[config.mk]
export PLATFORM = sky130hd
export DESIGN_NAME = pdm_adc
export DESIGN_NICKNAME = d
export VERILOG_FILES = /design/src/rtl/pdm_adc.sv
export SDC_FILE = /design/constraint.sdc
export NUM_CORES = 1
export LEC_CHECK = 0
export ABC_AREA = 1
export BUFFER_PORTS_ARGS = -buffer_cell sky130_fd_sc_hd__buf_2
export CORE_UTILIZATION = 50
export CTS_CLUSTER_SIZE = 12
export DETAILED_ROUTE_END_ITERATION = 8
export PLACE_DENSITY = 0.77
export SLEW_MARGIN = 0
export SYNTH_ARGS = -nofsm -noshare
export SYNTH_HDL_FRONTEND = slang
export SYNTH_SLANG_ARGS = --single-unit
[constraint.sdc]
create_clock -name clk -period 10.05 [get_ports clk]
set_clock_uncertainty 0.15 [all_clocks]
set_input_delay 0.5025 -clock clk [delete_from_list [all_inputs] [get_ports clk]]
set_output_delay 0.5025 -clock clk [all_outputs]
set_load 0.01 [all_outputs]
[src/rtl/pdm_adc.sv]
// rtl/pdm_adc.sv - Stereo 1-bit sigma-delta capture: modulator clock, sync, 3rd-order CIC decimator, PCM handshake.
module pdm_adc #(
  parameter int DIV_LOG2 = 5,
  parameter int DEC_LOG2 = 6
) (
  input  logic        clk,
  input  logic        rst_n,
  input  logic        pdm_L,
  input  logic        pdm_R,
  input  logic        rd_ack,
  output logic        mod_clk,
  output logic [15:0] adc_L,
  output logic [15:0] adc_R,
  output logic        adc_valid,
  output logic        adc_overrun
);

  localparam int W = 3 * DEC_LOG2 + 1;

  // Full scale (U == 2^(W-1)) saturates; otherwise take the top 16 magnitude bits and flip to signed.
  function automatic logic [15:0] to_pcm(input logic [W-1:0] u);
    logic [15:0] u16;
    u16 = u[W-1] ? 16'hFFFF : u[W-2 -: 16];
    return {~u16[15], u16[14:0]};
  endfunction

  logic [DIV_LOG2-1:0]   div_q, div_d;
  logic [1:0]            sync_l_q, sync_l_d, sync_r_q, sync_r_d;
  logic [2:0][W-1:0]     int_l_q, int_l_d, int_r_q, int_r_d;
  logic [2:0][W-1:0]     dly_l_q, dly_l_d, dly_r_q, dly_r_d;
  logic [2:0][W-1:0]     comb_l, comb_r;
  logic [DEC_LOG2-1:0]   dec_cnt_q, dec_cnt_d;
  logic [1:0]            discard_q, discard_d;
  logic                  load_q, load_d;
  logic [15:0]           pend_l_q, pend_l_d, pend_r_q, pend_r_d;
  logic [15:0]           adc_l_q, adc_l_d, adc_r_q, adc_r_d;
  logic                  valid_q, valid_d, overrun_q, overrun_d;
  logic                  tick, dec_tick;

  always_comb begin
    div_d    = div_q + 1'b1;
    tick     = &div_q;
    dec_tick = tick && (&dec_cnt_q);

    sync_l_d = {sync_l_q[0], pdm_L};
    sync_r_d = {sync_r_q[0], pdm_R};

    int_l_d = int_l_q;
    int_r_d = int_r_q;
    if (tick) begin
      int_l_d[0] = int_l_q[0] + {{(W-1){1'b0}}, sync_l_q[1]};
      int_l_d[1] = int_l_q[1] + int_l_q[0];
      int_l_d[2] = int_l_q[2] + int_l_q[1];
      int_r_d[0] = int_r_q[0] + {{(W-1){1'b0}}, sync_r_q[1]};
      int_r_d[1] = int_r_q[1] + int_r_q[0];
      int_r_d[2] = int_r_q[2] + int_r_q[1];
    end

    dec_cnt_d = tick ? dec_cnt_q + 1'b1 : dec_cnt_q;

    comb_l[0] = int_l_q[2] - dly_l_q[0];
    comb_l[1] = comb_l[0]  - dly_l_q[1];
    comb_l[2] = comb_l[1]  - dly_l_q[2];
    comb_r[0] = int_r_q[2] - dly_r_q[0];
    comb_r[1] = comb_r[0]  - dly_r_q[1];
    comb_r[2] = comb_r[1]  - dly_r_q[2];

    dly_l_d  = dec_tick ? {comb_l[1], comb_l[0], int_l_q[2]} : dly_l_q;
    dly_r_d  = dec_tick ? {comb_r[1], comb_r[0], int_r_q[2]} : dly_r_q;
    pend_l_d = dec_tick ? to_pcm(comb_l[2]) : pend_l_q;
    pend_r_d = dec_tick ? to_pcm(comb_r[2]) : pend_r_q;

    // The first three results carry the filter's start-up transient and are never presented.
    discard_d = (dec_tick && discard_q != 2'd3) ? discard_q + 2'd1 : discard_q;
    load_d    = dec_tick && (discard_q == 2'd3);

    adc_l_d   = adc_l_q;
    adc_r_d   = adc_r_q;
    valid_d   = valid_q;
    overrun_d = overrun_q;
    if (load_q) begin
      adc_l_d = pend_l_q;
      adc_r_d = pend_r_q;
      valid_d = 1'b1;
      if (rd_ack)       overrun_d = 1'b0;
      else if (valid_q) overrun_d = 1'b1;
    end else if (rd_ack && valid_q) begin
      valid_d   = 1'b0;
      overrun_d = 1'b0;
    end
  end

  always_ff @(posedge clk or negedge rst_n) begin
    if (!rst_n) begin
      div_q     <= '0;
      sync_l_q  <= '0;
      sync_r_q  <= '0;
      int_l_q   <= '0;
      int_r_q   <= '0;
      dly_l_q   <= '0;
      dly_r_q   <= '0;
      dec_cnt_q <= '0;
      discard_q <= '0;
      load_q    <= 1'b0;
      pend_l_q  <= '0;
      pend_r_q  <= '0;
      adc_l_q   <= '0;
      adc_r_q   <= '0;
      valid_q   <= 1'b0;
      overrun_q <= 1'b0;
    end else begin
      div_q     <= div_d;
      sync_l_q  <= sync_l_d;
      sync_r_q  <= sync_r_d;
      int_l_q   <= int_l_d;
      int_r_q   <= int_r_d;
      dly_l_q   <= dly_l_d;
      dly_r_q   <= dly_r_d;
      dec_cnt_q <= dec_cnt_d;
      discard_q <= discard_d;
      load_q    <= load_d;
      pend_l_q  <= pend_l_d;
      pend_r_q  <= pend_r_d;
      adc_l_q   <= adc_l_d;
      adc_r_q   <= adc_r_d;
      valid_q   <= valid_d;
      overrun_q <= overrun_d;
    end
  end

  assign mod_clk     = div_q[DIV_LOG2-1];
  assign adc_L       = adc_l_q;
  assign adc_R       = adc_r_q;
  assign adc_valid   = valid_q;
  assign adc_overrun = overrun_q;

endmodule

==> run metrics <==
pwr/cell area 111 nW/um^2; first-pass GRT wire length 79100 um; sequential fraction of the synthesis area 37.5%; Fill cells 3770; CTS Hold Buffers Added 4; num ports 40; Vias per Instance 5.36; Worst Hold Path Cells 0; slew margin rel. 32.4%; Chip Height 206 um; final hold vios 0; fmax 180 MHz; Die Wd 206 um; Core ar. 40900 sq um; starting density of the core 50.9%; CTS tree done; Slew @ Worst Pin 1.01 ns; global route total overflow 0; Mapped Area 20800 sq um; #FFs+latches synth 312; clk_lat worst skew 0.55 ns; largest net degree at the start of global routing 123; ant diodes 0; Worst setup EP type flop; FF-to-FF End pend_l_q[1]$_DFFE_PN0P_; Via Count 17320; Worst Path Arrival 5.85 ns; Psw 544 uW; postcts setup bufs 0; total CTS buffers 36; antenna violations before repair 0; Startpoint Class flop; power share of the clock group 49.0%; Worst VDD drop 0.0853 mV; CP max stage delay 0.45 ns; sequential share of power 49.9%; worst r2r src int_l_q[40]$_DFFE_PN0P_; crit share post-route 55.3%; CTS resizes 0; Post-Syn Nets 2847; final setup vio count 0; DRT iter0 DRCs 1014; wirelength, routed 45500 um; fin crit period 5.56 ns; H-tree levels 2; WL/cell 14.1 um; Max Cap Violations 0; sw frac 21.6%; Distinct cells, synth 52; HP Class flop to flop; Area Overhead vs Synth 8.71%; # port buffers 39; min-delay src sync_r_q[0]$_DFF_PN0_; total leakage power 11.9 nW; Total Neg Setup Slack 0 ns; CTS max path bufs 3; Reg2Reg Setup Slack 4.49 ns; drt pass-1 iters 5; CP most frequent cell inv_1; Final WS setup 4.49 ns; Place WS 4.57 ns; Gate power share 1.2%; final slew viol count 0; Setup CP Type flop to flop; worst hold endpoint sync_r_q[1]$_DFF_PN0_; Rows 74; GP Congestion 0.936; Synth Instances 2648; root buf cell clkbuf_16; drt drc 0; # clock sinks 312; Post-synth EDFFs 0; CP max FO 16; dpl hpwl 33800 um; Ys Warns 0; GR Util All Layers 22.4%; status finished clean; Async S/R FF share, synth 100%; Max stage delay cell, worst path o311ai_1; Clock Pin Slew Worst Setup and Hold Paths 0.05 ns; Worst EP required 10.34 ns; top_reg_cell synth dfrtp_1; RSZ-0062 raised after global routing no; Detail Route Antenna Nets 0; share of cells above drive strength 1 6.48%; total die area 42500 sq um; vias in the first global route 17205; Reg2Reg Depth 26; P_int 1.98 mW; Nets 2874; Avg Inst Size Synth 7.87 sq um
[sequential cells by signal, indices dropped and copies added, names as in the netlist]
| name | flops |
|---|---|
| discard_q | 2 |
| adc_overrun | 1 |
| adc_L | 16 |
| load_q | 1 |
| int_l_q | 57 |
| adc_R | 16 |
| div_q | 5 |
| dly_r_q | 57 |
| adc_valid | 1 |
| pend_r_q | 16 |
| sync_l_q | 2 |
| dec_cnt_q | 6 |
| dly_l_q | 57 |
| int_r_q | 57 |
| sync_r_q | 2 |
| pend_l_q | 16 |
[through the flow]
step	util (%)	cell area [sq um]	hold slack, ns	total power [mW]	cells
final	55.3	22600	0.196	2.52	3231
after global routing	55.3	22600	0.201	2.61	3231
after CTS	55.3	22600	0.197	2.57	3231
after detailed placement	52.5	21500	0.185	1.31	3165
after global placement	52.5	21500	0.183	1.31	3165
after floorplan	-	20800	0.0569	1.28	2648
[synthesized netlist by cell type, drive strengths merged (2+ instances only)]
| master | n | area [sq um] |
|---|---|---|
| nor2 | 111 | 429 |
| o31ai | 15 | 113 |
| and2 | 4 | 25.0 |
| nand3 | 145 | 818 |
| and3 | 2 | 12.5 |
| a21boi | 5 | 37.5 |
| a21oi | 196 | 996 |
| or2 | 34 | 213 |
| nor3 | 23 | 125 |
| nand3b | 2 | 18.8 |
| o211ai | 7 | 52.6 |
| ha | 186 | 2330 |
| fa | 8 | 160 |
| o21ai | 256 | 1280 |
| xnor2 | 76 | 666 |
| xor2 | 107 | 937 |
| o21bai | 15 | 113 |
| clkbuf | 47 | 176 |
| nor3b | 4 | 30.0 |
| nand4 | 38 | 238 |
| a21o | 17 | 128 |
| nor4 | 8 | 71.3 |
| a31oi | 25 | 156 |
| nand2 | 655 | 2470 |
| dfrtp | 312 | 7810 |
| o21a | 2 | 15.0 |
| o221ai | 3 | 26.3 |
| a211oi | 3 | 22.5 |
| a41oi | 3 | 26.3 |
| buf | 14 | 95.1 |
| a31o | 2 | 17.5 |
| inv | 320 | 1200 |
[power by group through the flow]
stage | Sequential, mW | Clock [mW] | Combinational [mW]
floorplan | 1.28 | 0 | 0.00153
global placement | 1.28 | 0 | 0.0297
detailed placement | 1.28 | 0 | 0.0304
CTS | 1.26 | 1.28 | 0.0317
global route | 1.26 | 1.32 | 0.0356
finish | 1.26 | 1.24 | 0.0291
[cells in the final DEF, fill, tap and decap left out, drive strengths merged, types with 5 or more instances in the layout]
master / count
nand3: 145
xor2: 107
o211ai: 7
nor3: 23
a21o: 17
nand2: 655
xnor2: 76
buf: 46
or2: 34
dfrtp: 312
ha: 186
inv: 322
o21bai: 15
a21boi: 5
nor4: 8
clkinv: 10
fa: 8
nand4: 38
o31ai: 15
a21oi: 196
clkbuf: 50
a31oi: 25
nor2: 111
o21ai: 256
[area by class of cell]
type                       count  area [sq um]  share of cell area, %
multi-input combinational   1954         11600                   51.1
sequential                   312          7810                   34.5
inverter                     321          1210                   5.33
clock buffer                  50          1030                   4.57
tap                          532           666                   2.94
timing repair buffer          50           298                   1.31
clock inverter                12          70.1                  0.309
[kinds of logic after synthesis]
family          count (synthesis)  share of synthesized area, %
compound gates                550                          14.4
flops                         312                          37.5
xor+xnor                      183                          7.69
simple gates                 1026                          21.4
fa+ha+maj                     194                          11.9
buf+inv                       382                          7.09
mux                             1                        0.0541
[worst max path at each step]
| stage | start | endpoint | slack [ns] | depth (start not counted) |
|---|---|---|---|---|
| after detailed placement | int_l_q[40]$_DFFE_PN0P_ | pend_l_q[1]$_DFFE_PN0P_ | 4.57 | 26 |
| after floorplan | int_l_q[40]$_DFFE_PN0P_ | pend_l_q[5]$_DFFE_PN0P_ | 5.28 | 27 |
| after global routing | int_l_q[40]$_DFFE_PN0P_ | pend_l_q[15]$_DFFE_PN0P_ | 3.89 | 25 |
| after global placement | int_l_q[40]$_DFFE_PN0P_ | pend_l_q[4]$_DFFE_PN0P_ | 4.73 | 26 |
| after CTS | int_l_q[40]$_DFFE_PN0P_ | pend_l_q[1]$_DFFE_PN0P_ | 4.54 | 26 |
| final | int_l_q[40]$_DFFE_PN0P_ | pend_l_q[1]$_DFFE_PN0P_ | 4.49 | 26 |
[per-layer routing]
layer  part of all wire (%)  track usage, %
met1                     45            27.7
met2                     48            39.3
met3                    3.2            2.73
met4                    3.5            8.88
met5                      0               0
[worst max-delay path: cells and delay by family (launching register included)]
kind | cells | cell delay, ns
flops | 1 | 0.40
xor+xnor | 2 | 0.28
compound gates | 5 | 1.31
fa+ha+maj | 3 | 1.06
simple gates | 11 | 1.87
buf+inv | 5 | 0.36
Power figures use the tool's default switching activity.
